--- src/rtl/alu_arbiter.sv ---
// alu_arbiter: round-robin front end that sequences two requesters onto one shared alu_top,
// holds operands for SETTLE cycles, captures the result and returns it to the winner.
module alu_arbiter #(
  parameter int WIDTH  = 6,
  parameter int SETTLE = 4
) (
  input  logic               clk,
  input  logic               rst_n,
  input  logic               req0_valid,
  output logic               req0_ready,
  input  logic [WIDTH-1:0]   req0_a,
  input  logic [WIDTH-1:0]   req0_b,
  input  logic [1:0]         req0_func,
  input  logic               req1_valid,
  output logic               req1_ready,
  input  logic [WIDTH-1:0]   req1_a,
  input  logic [WIDTH-1:0]   req1_b,
  input  logic [1:0]         req1_func,
  output logic               rsp0_valid,
  input  logic               rsp0_ready,
  output logic [2*WIDTH-1:0] rsp0_out,
  output logic               rsp0_ovf,
  output logic               rsp0_err,
  output logic               rsp1_valid,
  input  logic               rsp1_ready,
  output logic [2*WIDTH-1:0] rsp1_out,
  output logic               rsp1_ovf,
  output logic               rsp1_err,
  output logic [WIDTH-1:0]   alu_a,
  output logic [WIDTH-1:0]   alu_b,
  output logic [1:0]         alu_func,
  input  logic [2*WIDTH-1:0] alu_out,
  input  logic               alu_ovf
);

  typedef enum logic [1:0] {IDLE, ISSUE, RESP} state_t;

  state_t             state_reg;
  logic               last_reg;
  logic               id_reg;
  logic               rej_reg;
  logic [3:0]         cnt_reg;
  logic               valid_reg;
  logic [2*WIDTH-1:0] out_reg;
  logic               ovf_reg;
  logic               err_reg;
  logic [WIDTH-1:0]   alu_a_reg;
  logic [WIDTH-1:0]   alu_b_reg;
  logic [1:0]         alu_func_reg;

  logic [1:0]         req_valid;
  logic [1:0]         req_ready;
  logic [1:0]         rsp_ready;
  logic [1:0]         rsp_valid;
  logic [1:0]         rsp_ovf;
  logic [1:0]         rsp_err;
  logic [2*WIDTH-1:0] rsp_out [2];

  logic               grant_id;
  logic               accept;
  logic               reject;
  logic [WIDTH-1:0]   sel_a;
  logic [WIDTH-1:0]   sel_b;
  logic [1:0]         sel_func;

  assign req_valid = {req1_valid, req0_valid};
  assign rsp_ready = {rsp1_ready, rsp0_ready};

  for (genvar gi = 0; gi < 2; gi++) begin : g_port
    localparam logic PID = (gi == 1);
    // The port that did not win last time gets the grant when both are valid.
    assign req_ready[gi] = (state_reg == IDLE) && req_valid[gi] &&
                           (!req_valid[1-gi] || (last_reg != PID));
    assign rsp_valid[gi] = valid_reg && (id_reg == PID);
    assign rsp_out[gi]   = rsp_valid[gi] ? out_reg : '0;
    assign rsp_ovf[gi]   = rsp_valid[gi] && ovf_reg;
    assign rsp_err[gi]   = rsp_valid[gi] && err_reg;
  end

  assign req0_ready = req_ready[0];
  assign req1_ready = req_ready[1];
  assign rsp0_valid = rsp_valid[0];
  assign rsp1_valid = rsp_valid[1];
  assign rsp0_out   = rsp_out[0];
  assign rsp1_out   = rsp_out[1];
  assign rsp0_ovf   = rsp_ovf[0];
  assign rsp1_ovf   = rsp_ovf[1];
  assign rsp0_err   = rsp_err[0];
  assign rsp1_err   = rsp_err[1];
  assign alu_a      = alu_a_reg;
  assign alu_b      = alu_b_reg;
  assign alu_func   = alu_func_reg;

  assign grant_id = req_ready[1];
  assign accept   = |req_ready;
  assign sel_a    = grant_id ? req1_a : req0_a;
  assign sel_b    = grant_id ? req1_b : req0_b;
  assign sel_func = grant_id ? req1_func : req0_func;
  // Division needs a non-negative dividend and a strictly positive divisor.
  assign reject   = (sel_func == 2'b11) &&
                    (sel_b[WIDTH-1] || (sel_b == '0) || sel_a[WIDTH-1]);

  always_ff @(posedge clk or negedge rst_n) begin
    if (!rst_n) begin
      state_reg    <= IDLE;
      last_reg     <= 1'b1;
      id_reg       <= 1'b0;
      rej_reg      <= 1'b0;
      cnt_reg      <= '0;
      valid_reg    <= 1'b0;
      out_reg      <= '0;
      ovf_reg      <= 1'b0;
      err_reg      <= 1'b0;
      alu_a_reg    <= '0;
      alu_b_reg    <= '0;
      alu_func_reg <= '0;
    end else begin
      case (state_reg)
        IDLE: begin
          if (accept) begin
            id_reg    <= grant_id;
            last_reg  <= grant_id;
            rej_reg   <= reject;
            state_reg <= ISSUE;
            // A rejected op passes through ISSUE for one cycle with the ALU inputs untouched.
            if (reject) begin
              cnt_reg <= '0;
            end else begin
              cnt_reg      <= 4'(SETTLE - 1);
              alu_a_reg    <= sel_a;
              alu_b_reg    <= sel_b;
              alu_func_reg <= sel_func;
            end
          end
        end
        ISSUE: begin
          if (cnt_reg == '0) begin
            valid_reg <= 1'b1;
            err_reg   <= rej_reg;
            out_reg   <= rej_reg ? '0 : alu_out;
            ovf_reg   <= !rej_reg && alu_ovf;
            state_reg <= RESP;
          end else begin
            cnt_reg <= cnt_reg - 4'd1;
          end
        end
        RESP: begin
          if (|(rsp_valid & rsp_ready)) begin
            valid_reg <= 1'b0;
            state_reg <= IDLE;
          end
        end
        default: state_reg <= IDLE;
      endcase
    end
  end

endmodule
--- config.mk ---
export PLATFORM = sky130hd
export DESIGN_NAME = alu_arbiter
export DESIGN_NICKNAME = d
export VERILOG_FILES = /design/src/rtl/alu_arbiter.sv
export SDC_FILE = /design/constraint.sdc
export NUM_CORES = 1
export LEC_CHECK = 0
export ABC_AREA = 1
export CELL_PAD_IN_SITES_DETAIL_PLACEMENT = 0
export CELL_PAD_IN_SITES_GLOBAL_PLACEMENT = 1
export CORE_ASPECT_RATIO = 1.25
export CORE_MARGIN = 2
export CORE_UTILIZATION = 43
export DETAILED_ROUTE_END_ITERATION = 10
export DONT_BUFFER_PORTS = 1
export GPL_TIMING_DRIVEN = 0
export PLACE_DENSITY_LB_ADDON = 0.1
export SYNTH_ARGS = -nofsm -noshare
export SYNTH_HDL_FRONTEND = slang
export SYNTH_SLANG_ARGS = --single-unit
export TNS_END_PERCENT = 30
--- constraint.sdc ---
create_clock -name clk -period 2.4 [get_ports clk]
set_clock_uncertainty 0.05 [all_clocks]
set_input_delay 0.72 -clock clk [delete_from_list [all_inputs] [get_ports clk]]
set_output_delay 0.72 -clock clk [all_outputs]
set_load 0.02 [all_outputs]
# Yosys cells after proc, flatten, opt, wreduce, memory -nomap -nowiden
# Cells that the tools add are included.
# Widths: inputs -> output; s select.
[op_classes]
add_sub_neg = 1
n_eq_ne = 7
n_mux = 17
bitwise = 4
n_reduce_logical = 32
[ops]
columns = ["operator", "n"]
rows = [
  ["$mux 12", 3],
  ["$logic_and 1x1->1", 12],
  ["$mux 6", 2],
  ["$reduce_and 3->1", 4],
  ["$mux 2", 5],
  ["$mux 4", 2],
  ["$ne 2x2->1 const B", 4],
  ["$pmux 4 s2", 1],
  ["$logic_not 6->1", 1],
  ["$pmux 2 s3", 1],
  ["$eq 2x2->1 const B", 2],
  ["$logic_not 4->1", 1],
  ["$logic_or 1x1->1", 4],
  ["$reduce_and 2->1", 2],
  ["$reduce_bool 2->1", 2],
  ["$reduce_or 2->1", 2],
  ["$sub 4x1->4 const B", 1],
  ["$logic_not 1->1", 3],
  ["$not 1->1", 3],
  ["$and 2x2->2", 1],
  ["$eq 2x1->1 const B", 1],
  ["$logic_not 2->1", 1],
  ["$mux 1", 2],
  ["$pmux 1 s2", 1],
]
[totals]
regBits = 38
inputBits = 47
output_inout_bits = 46

# Depth between registers and ports, before layout
# Gate-level depths: netlist of run 1.
[depth]
depth_word = 11
mapped_depth = 12

# Worst setup path after synthesis of run 1
# OpenSTA, ideal clock, no wires.
[synth_path]
path_kind = "input to output"
from = "input port req1_valid"
to = "output port req0_ready"
arrival_time_ns = 1.316
slack_ns = 0.314
cell_stages = 2
cell_sequence = "clkbuf_2 -> a21oi_1"
[synth_between]
elab_chain_cells = 3
[synth_lines]
columns = ["element", "line", "text"]
rows = [
  ["from (decl)", "14", "input logic req1_valid,"],
  ["$logic_not 1->1", "73", "(!req_valid[1-gi] || (last_reg != PID));"],
  ["$logic_or 1x1->1", "73", ""],
  ["$logic_and 1x1->1", "72", "assign req_ready[gi] = (state_reg == IDLE) && req_valid[gi] &&"],
  ["to (decl)", "10", "output logic req0_ready,"],
]
# No other way between the ends.

# Worst setup path after layout of run 1
[layout_path]
from = "register id_reg"
to = "output port rsp0_out[7]"
[layout_between]
elab_chain_cells = 3
[layout_lines]
columns = ["element", "line", "text"]
rows = [
  ["from (decl)", "40", "logic id_reg;"],
  ["from (signal assigned)", "121", "id_reg <= grant_id;"],
  ["$not 1->1", "74", "assign rsp_valid[gi] = valid_reg && (id_reg == PID);"],
  ["$logic_and 1x1->1", "74", ""],
  ["$mux 12", "75", "assign rsp_out[gi] = rsp_valid[gi] ? out_reg : '0;"],
  ["to (decl)", "21", "output logic [2*WIDTH-1:0] rsp0_out,"],
]
# No other way between the ends.

==> flow_metrics.env, run 1 <==
export IMPL_ant_nets=0
export IMPL_diodes=0
export IMPL_yosysTopAreaCell="dfrtp_1"
export IMPL_num_fill_cells=482
export IMPL_syn_inst=272
export IMPL_ctsResizeCount=0
export IMPL_dp_hpwl_um=3413
export IMPL_p_int_mw=1.578
export IMPL_cap_violations=0
export IMPL_area_growth_pct=8.446
export IMPL_grt_pass1_vias=1578
export IMPL_ys_seq_area_share_pct=46.92
export IMPL_p_leak_nw=1.169
export IMPL_cts_setup_buffers=0
export IMPL_pre_cts_slack_ns=0.06445
export IMPL_drt_iter0_markers=63
export IMPL_portBuffers=0
export IMPL_row_count=27
export IMPL_antenna_found_initial=0
export IMPL_drt_wl_total_um=4598
export IMPL_max_slew_margin_rel_pct=72.12
export IMPL_period_needed_ns=2.280
export IMPL_crit_fanout=10
export IMPL_powerDensity_mw_per_mm2=1408
export IMPL_synth_edf_count=0
export IMPL_crit_arrival_ns=1.51
export IMPL_start_util_pct=45.51
export IMPL_gp_congestion=0.6958
export IMPL_clock_path_buffers=2
export IMPL_cts_root_buf="clkbuf_8"
export IMPL_tightest_slew_ns=0.4183
export IMPL_hold_buffers=0
export IMPL_regArea_um2=952.2
export IMPL_htree_levels=2
export IMPL_ys_top_cells_by_area="dfrtp_1, nand2_1, inv_1"
export IMPL_power_net_switching_mw=1.520
export IMPL_pwr_share_comb_pct=44.4
export IMPL_wire_per_inst_um=13.60
export IMPL_grt_overflow=0
export IMPL_multi_input_area_um2=863.3
export IMPL_crit_required_ns=1.63
export IMPL_ys_async_sr_fraction_pct=100.0
export IMPL_drive_gt1_share_pct=9.286
export IMPL_cts_tree="done"
export IMPL_ys_warnings_count=0
export IMPL_syn_area_mm2=0.002029
export IMPL_ys_seq_elements=38
export IMPL_vdd_ir_drop_max_v=0.0006070
export IMPL_grt_first_pass_wirelength_um=7265
export IMPL_status="finished clean"
export IMPL_setup_ws_ns=0.1200
export IMPL_fin_nets=328
export IMPL_largest_reg_flops=12
export IMPL_syn_avg_cell_area_um2=7.461
export IMPL_finalMaxSlewViolations=0
export IMPL_first_pass_iters=4
export IMPL_synth_flop_cell="dfrtp_1"
export IMPL_clkSinkCount=38
export IMPL_finalSetupViolCount=0
export IMPL_numCtsBuffers=5
export IMPL_power_mw=3.098
export IMPL_p_seq_share_pct=40.6
export IMPL_ys_top_cells_by_count="nand2_1, inv_1, nor2_1"
export IMPL_core_area_mm2=0.004459
export IMPL_r2r_slack_ns=0.42
export IMPL_fp_dieH_um=80.81
export IMPL_rsz0062_at_grt="true"
export IMPL_synth_net_count=321
export IMPL_insertion_delay_ns=0.29
export IMPL_yosys_cell_types_count=28
export IMPL_track_usage_pct=18.14
export IMPL_dieWidth_um=65.45
export IMPL_synth_most_common_cell="nand2_1"
export IMPL_vias=1674
export IMPL_io_pins=93
export IMPL_pwr_share_clk_pct=14.9
export IMPL_drc=0
export IMPL_hold_slack_ns=0.06614
export IMPL_finalHoldViolCount=0
export IMPL_crit_type="register to output pin"
export IMPL_fmax_mhz=438.6
export IMPL_netlist_area_leader_share_pct=45.62
export IMPL_cts_clk_slew_worst_paths_ns=0.08
export IMPL_grt_start_max_net_pins=39
export IMPL_worstSetupEndpointType="output pin"
export IMPL_vias_per_cell=4.953
export IMPL_start_kind="register"
export IMPL_fin_crit_sh_pct=95.00
export IMPL_switching_share_pct=49.06
export IMPL_die_area_mm2=0.005289
export IMPL_hold_class="input port to asynchronous set/reset pin"
==> power groups by stage <==
stage | combinational [mW] | sequential (mW) | clock (mW)
6_report | 1.38 | 1.26 | 0.463
5_1_grt | 1.61 | 1.29 | 0.500
4_1_cts | 1.40 | 1.26 | 0.478
3_5_place_dp | 1.39 | 1.28 | 0
3_3_place_gp | 1.38 | 1.26 | 0
2_1_floorplan | 1.15 | 1.22 | 0
==> worst paths after layout <==
path | startpoint | endpoint | cells after the start
setup / recovery | id_reg | rsp0_out[7] | 4
hold / removal | rst_n | valid_reg | 0
setup reg to reg | state_reg[1] | alu_b[3] | 9
hold reg to reg | rej_reg | rej_reg | 1
max in group asynchronous | rst_n | last_reg | 0
min in group clk | rej_reg | rej_reg | 1
==> metal layers <==
layer	vias to the layer above	part of all wire, %	track usage [%]
li1	848	-	-
met1	751	43	22.02
met2	70	47	31.02
met3	5	8.3	4.986
met4	0	1.6	6.250
met5	-	0	0
==> cell type report <==
class	count	share of cell area (%)
buffer	9	2.558
clock buffer	6	3.752
clock inverter	2	0.5685
inverter	43	7.334
multi-input combinational	182	39.23
sequential	38	43.26
tap	58	3.297
==> per-stage QoR <==
step / utilization [%] / TNS [ns] / std cells / cell area (um^2)
finish: 49.35 / 0 / 338 / 2201
global route: 49.35 / -0.001585 / 338 / 2201
CTS: 49.27 / 0 / 338 / 2197
detailed placement: 47.14 / 0 / 330 / 2102
global placement: 47.14 / 0 / 330 / 2102
floorplan: - / 0 / 272 / 2029
==> worst max-delay path, stage by stage, from the launching register on <==
cell and delay (ns):
dfrtp_1 0.38, inv_1 0.07, nand2_1 0.14, clkbuf_1 0.26, nor2_1 0.37
==> placed cells by master, fill, tap and decap left out, types with 2 or more instances in the layout <==
cell      synthesis  routed
nor3_1            2       2
nand3b_1          9       9
nor2_2            2       2
nand2_4           2       2
buf_2             2       2
ha_1              2       2
a21oi_1           6       5
nand3_1           9       9
o21ai_1           2       2
nor2_1           38      38
inv_1            41      41
buf_6             2       2
dfrtp_1          37      37
nand2_1          80      80
inv_2             2       2
clkbuf_1          3       3
nand4_1           6       6
o21ai_0          17      17
clkbuf_8          0       6
==> cells by family after synthesis <==
| group | share of synthesized area, % |
|---|---|
| and+or+nand+nor | 33.17 |
| buffers and inverters | 10.73 |
| DFF | 46.92 |
| AOI/OAI and AO/OA | 7.460 |
| adders and majority gates | 1.233 |
| muxes | 0.4932 |
Note: power is estimated with default switching activity, not from simulation.
==> run 2: changes to the inputs <==
CORE_MARGIN = default   (was 2)
CORE_UTILIZATION = 39   (was 43)
clock period = 1.9 ns   (was 2.4 ns; I/O delays follow)
==> flow_metrics.env, run 2 (synthesized netlist as in run 1, its figures left out) <==
export IMPL_status="complete, but fails checks"
export IMPL_violations="negative setup slack"
export IMPL_clock_path_buffers=2
export IMPL_vias_per_cell=4.918
export IMPL_worstSetupEndpointType="output pin"
export IMPL_m1WireLength_um=2150
export IMPL_final_cell_mix="nand2_1, inv_1, dfrtp_1"
export IMPL_finalSetupViolCount=11
export IMPL_wire_per_inst_um=13.51
export IMPL_finalHoldViolCount=0
export IMPL_start_util_pct=40.24
export IMPL_largest_reg_flops=12
export IMPL_track_usage_pct=17.67
export IMPL_start_kind="register"
export IMPL_numCtsBuffers=5
export IMPL_p_int_mw=2.265
export IMPL_worstPathCellList="nor2_4, nand2_2, a21oi_4"
export IMPL_drt_iter0_markers=84
export IMPL_first_pass_iters=6
export IMPL_rsz0062_at_grt="true"
export IMPL_setup_ws_ns=-0.05052
export IMPL_drt_wl_total_um=4755
export IMPL_grt_first_pass_wirelength_um=7203
export IMPL_clkSinkCount=38
export IMPL_drive_gt1_share_pct=26.21
export IMPL_crit_fanout=7
export IMPL_period_needed_ns=1.951
export IMPL_fin_crit_sh_pct=102.7
export IMPL_crit_slowest_cell="dfrtp_1"
export IMPL_portBuffers=0
export IMPL_grt_overflow=0
export IMPL_htree_levels=2
export IMPL_finalMaxSlewViolations=0
export IMPL_dr_max_layer_used="met4"
export IMPL_grt_start_max_net_pins=38
export IMPL_crit_type="register to output pin"
export IMPL_fmax_mhz=512.7
export IMPL_cts_tree="done"
export IMPL_critPathMaxStageDelay_ns=0.43
export IMPL_dp_hpwl_um=3400
export IMPL_cap_violations=0
export IMPL_insertion_delay_ns=0.29
export IMPL_met2_length_um=2223
export IMPL_power_net_switching_mw=2.227
export IMPL_crit_required_ns=1.28
export IMPL_antenna_found_initial=0
export IMPL_die_area_mm2=0.005498
export IMPL_fin_nets=339
export IMPL_ant_nets=0
export IMPL_num_fill_cells=520
export IMPL_cts_root_buf="clkbuf_8"
export IMPL_fp_dieH_um=82.65
export IMPL_p_seq_share_pct=35.7
export IMPL_pwr_share_clk_pct=11.7
export IMPL_vias=1731
export IMPL_core_area_mm2=0.005044
export IMPL_area_growth_pct=27.37
export IMPL_hold_class="input port to asynchronous set/reset pin"
export IMPL_tightest_slew_ns=0.4232
export IMPL_max_slew_margin_rel_pct=71.79
export IMPL_powerDensity_mw_per_mm2=1738
export IMPL_p_leak_nw=1.265
export IMPL_diodes=0
export IMPL_hold_slack_ns=0.05440
export IMPL_dieWidth_um=66.52
export IMPL_io_pins=93
export IMPL_cts_clk_slew_worst_paths_ns=0.08
export IMPL_wl_met3_um=304
export IMPL_switching_share_pct=49.58
export IMPL_pwr_share_comb_pct=52.6
export IMPL_grt_pass1_vias=1521
export IMPL_row_count=29
export IMPL_gp_congestion=0.6891
export IMPL_fin_setup_tns_ns=-0.1626
export IMPL_crit_arrival_ns=1.33
export IMPL_drc=0
export IMPL_layout_commonest_cell="nand2_1"
export IMPL_vdd_ir_drop_max_v=0.0006873
-- run 2: changes by cell type in the layout (fill, tap and decap cells not counted), sizes merged --
cell	previous run	this run
buf	5	15
clkinvlp	1	0
clkbuf	10	9
nand3	10	11
clkinv	1	2
-- run 2: worst paths after layout --
| kind | start | endpoint | slack (ns) | depth (start not counted) |
|---|---|---|---|---|
| max | state_reg[1] | req0_ready | -0.05 | 3 |
| min | rst_n | out_reg[11] | 0.05 | 1 |
| max reg2reg | state_reg[1] | alu_a[2] | -0.02 | 12 |
| min reg2reg | rej_reg | rej_reg | 0.47 | 1 |
| max in group asynchronous | rst_n | alu_func[1] | 1.55 | 1 |
| min in group clk | alu_out[11] | out_reg[11] | 0.35 | 2 |
-- run 2: metrics by stage --
| stage | instances | util [%] | total power [mW] | area (um^2) | setup WS [ns] |
|---|---|---|---|---|---|
| 2_1_floorplan | 272 | - | 3.008 | 2033 | 0.02480 |
| 3_3_place_gp | 334 | 41.85 | 3.341 | 2111 | -0.2048 |
| 3_5_place_dp | 334 | 41.85 | 3.372 | 2111 | -0.2045 |
| 4_1_cts | 347 | 48.45 | 4.316 | 2444 | -0.08218 |
| 5_1_grt | 352 | 51.25 | 4.892 | 2585 | -0.1466 |
| 6_report | 352 | 51.25 | 4.492 | 2585 | -0.05052 |
-- run 2: layer usage --
layer | vias to the layer above | GRT usage [%]
met5 | - | 0
met4 | 0 | 6.383
met3 | 6 | 4.533
met2 | 68 | 28.47
met1 | 778 | 22.83
li1 | 879 | -
-- run 2: power groups by stage --
| stage | Combinational, mW | Clock (mW) | Sequential [mW] |
|---|---|---|---|
| after floorplan | 1.46 | 0 | 1.55 |
| after global placement | 1.75 | 0 | 1.60 |
| after detailed placement | 1.77 | 0 | 1.61 |
| after CTS | 2.17 | 0.545 | 1.60 |
| after global routing | 2.66 | 0.580 | 1.65 |
| final | 2.36 | 0.524 | 1.60 |
-- run 2: cell type report --
| class | instances | area, um^2 | area share (%) |
|---|---|---|---|
| plain buffers | 9 | 103.9 | 4.017 |
| clock buffers | 5 | 68.82 | 2.662 |
| clock inverters | 2 | 10.01 | 0.3872 |
| inverters | 43 | 163.9 | 6.341 |
| multi-input cells | 183 | 1089 | 42.11 |
| flip-flops and latches | 38 | 952.2 | 36.83 |
| well taps | 62 | 77.57 | 3.001 |
| repair buffers | 10 | 120.1 | 4.647 |
-- run 2: timing repair --
| action | 4_1_cts | 5_1_grt |
|---|---|---|
| cloned | 1 | 2 |
| hold buffers | 1 | 0 |
| pin swaps | 3 | 8 |
| setup endpoints to repair | 32 | 51 |
| gates resized for setup | 49 | 28 |
| hold endpoints to repair | 37 | 0 |
| buffers inserted | 4 | 3 |
-- run 2: critical path, delay by kind of cell, from the launching register on --
| kind | cells | cell delay (ns) |
|---|---|---|
| DFF | 1 | 0.43 |
| and+or+nand+nor | 2 | 0.36 |
| AOI/OAI and AO/OA | 1 | 0.25 |
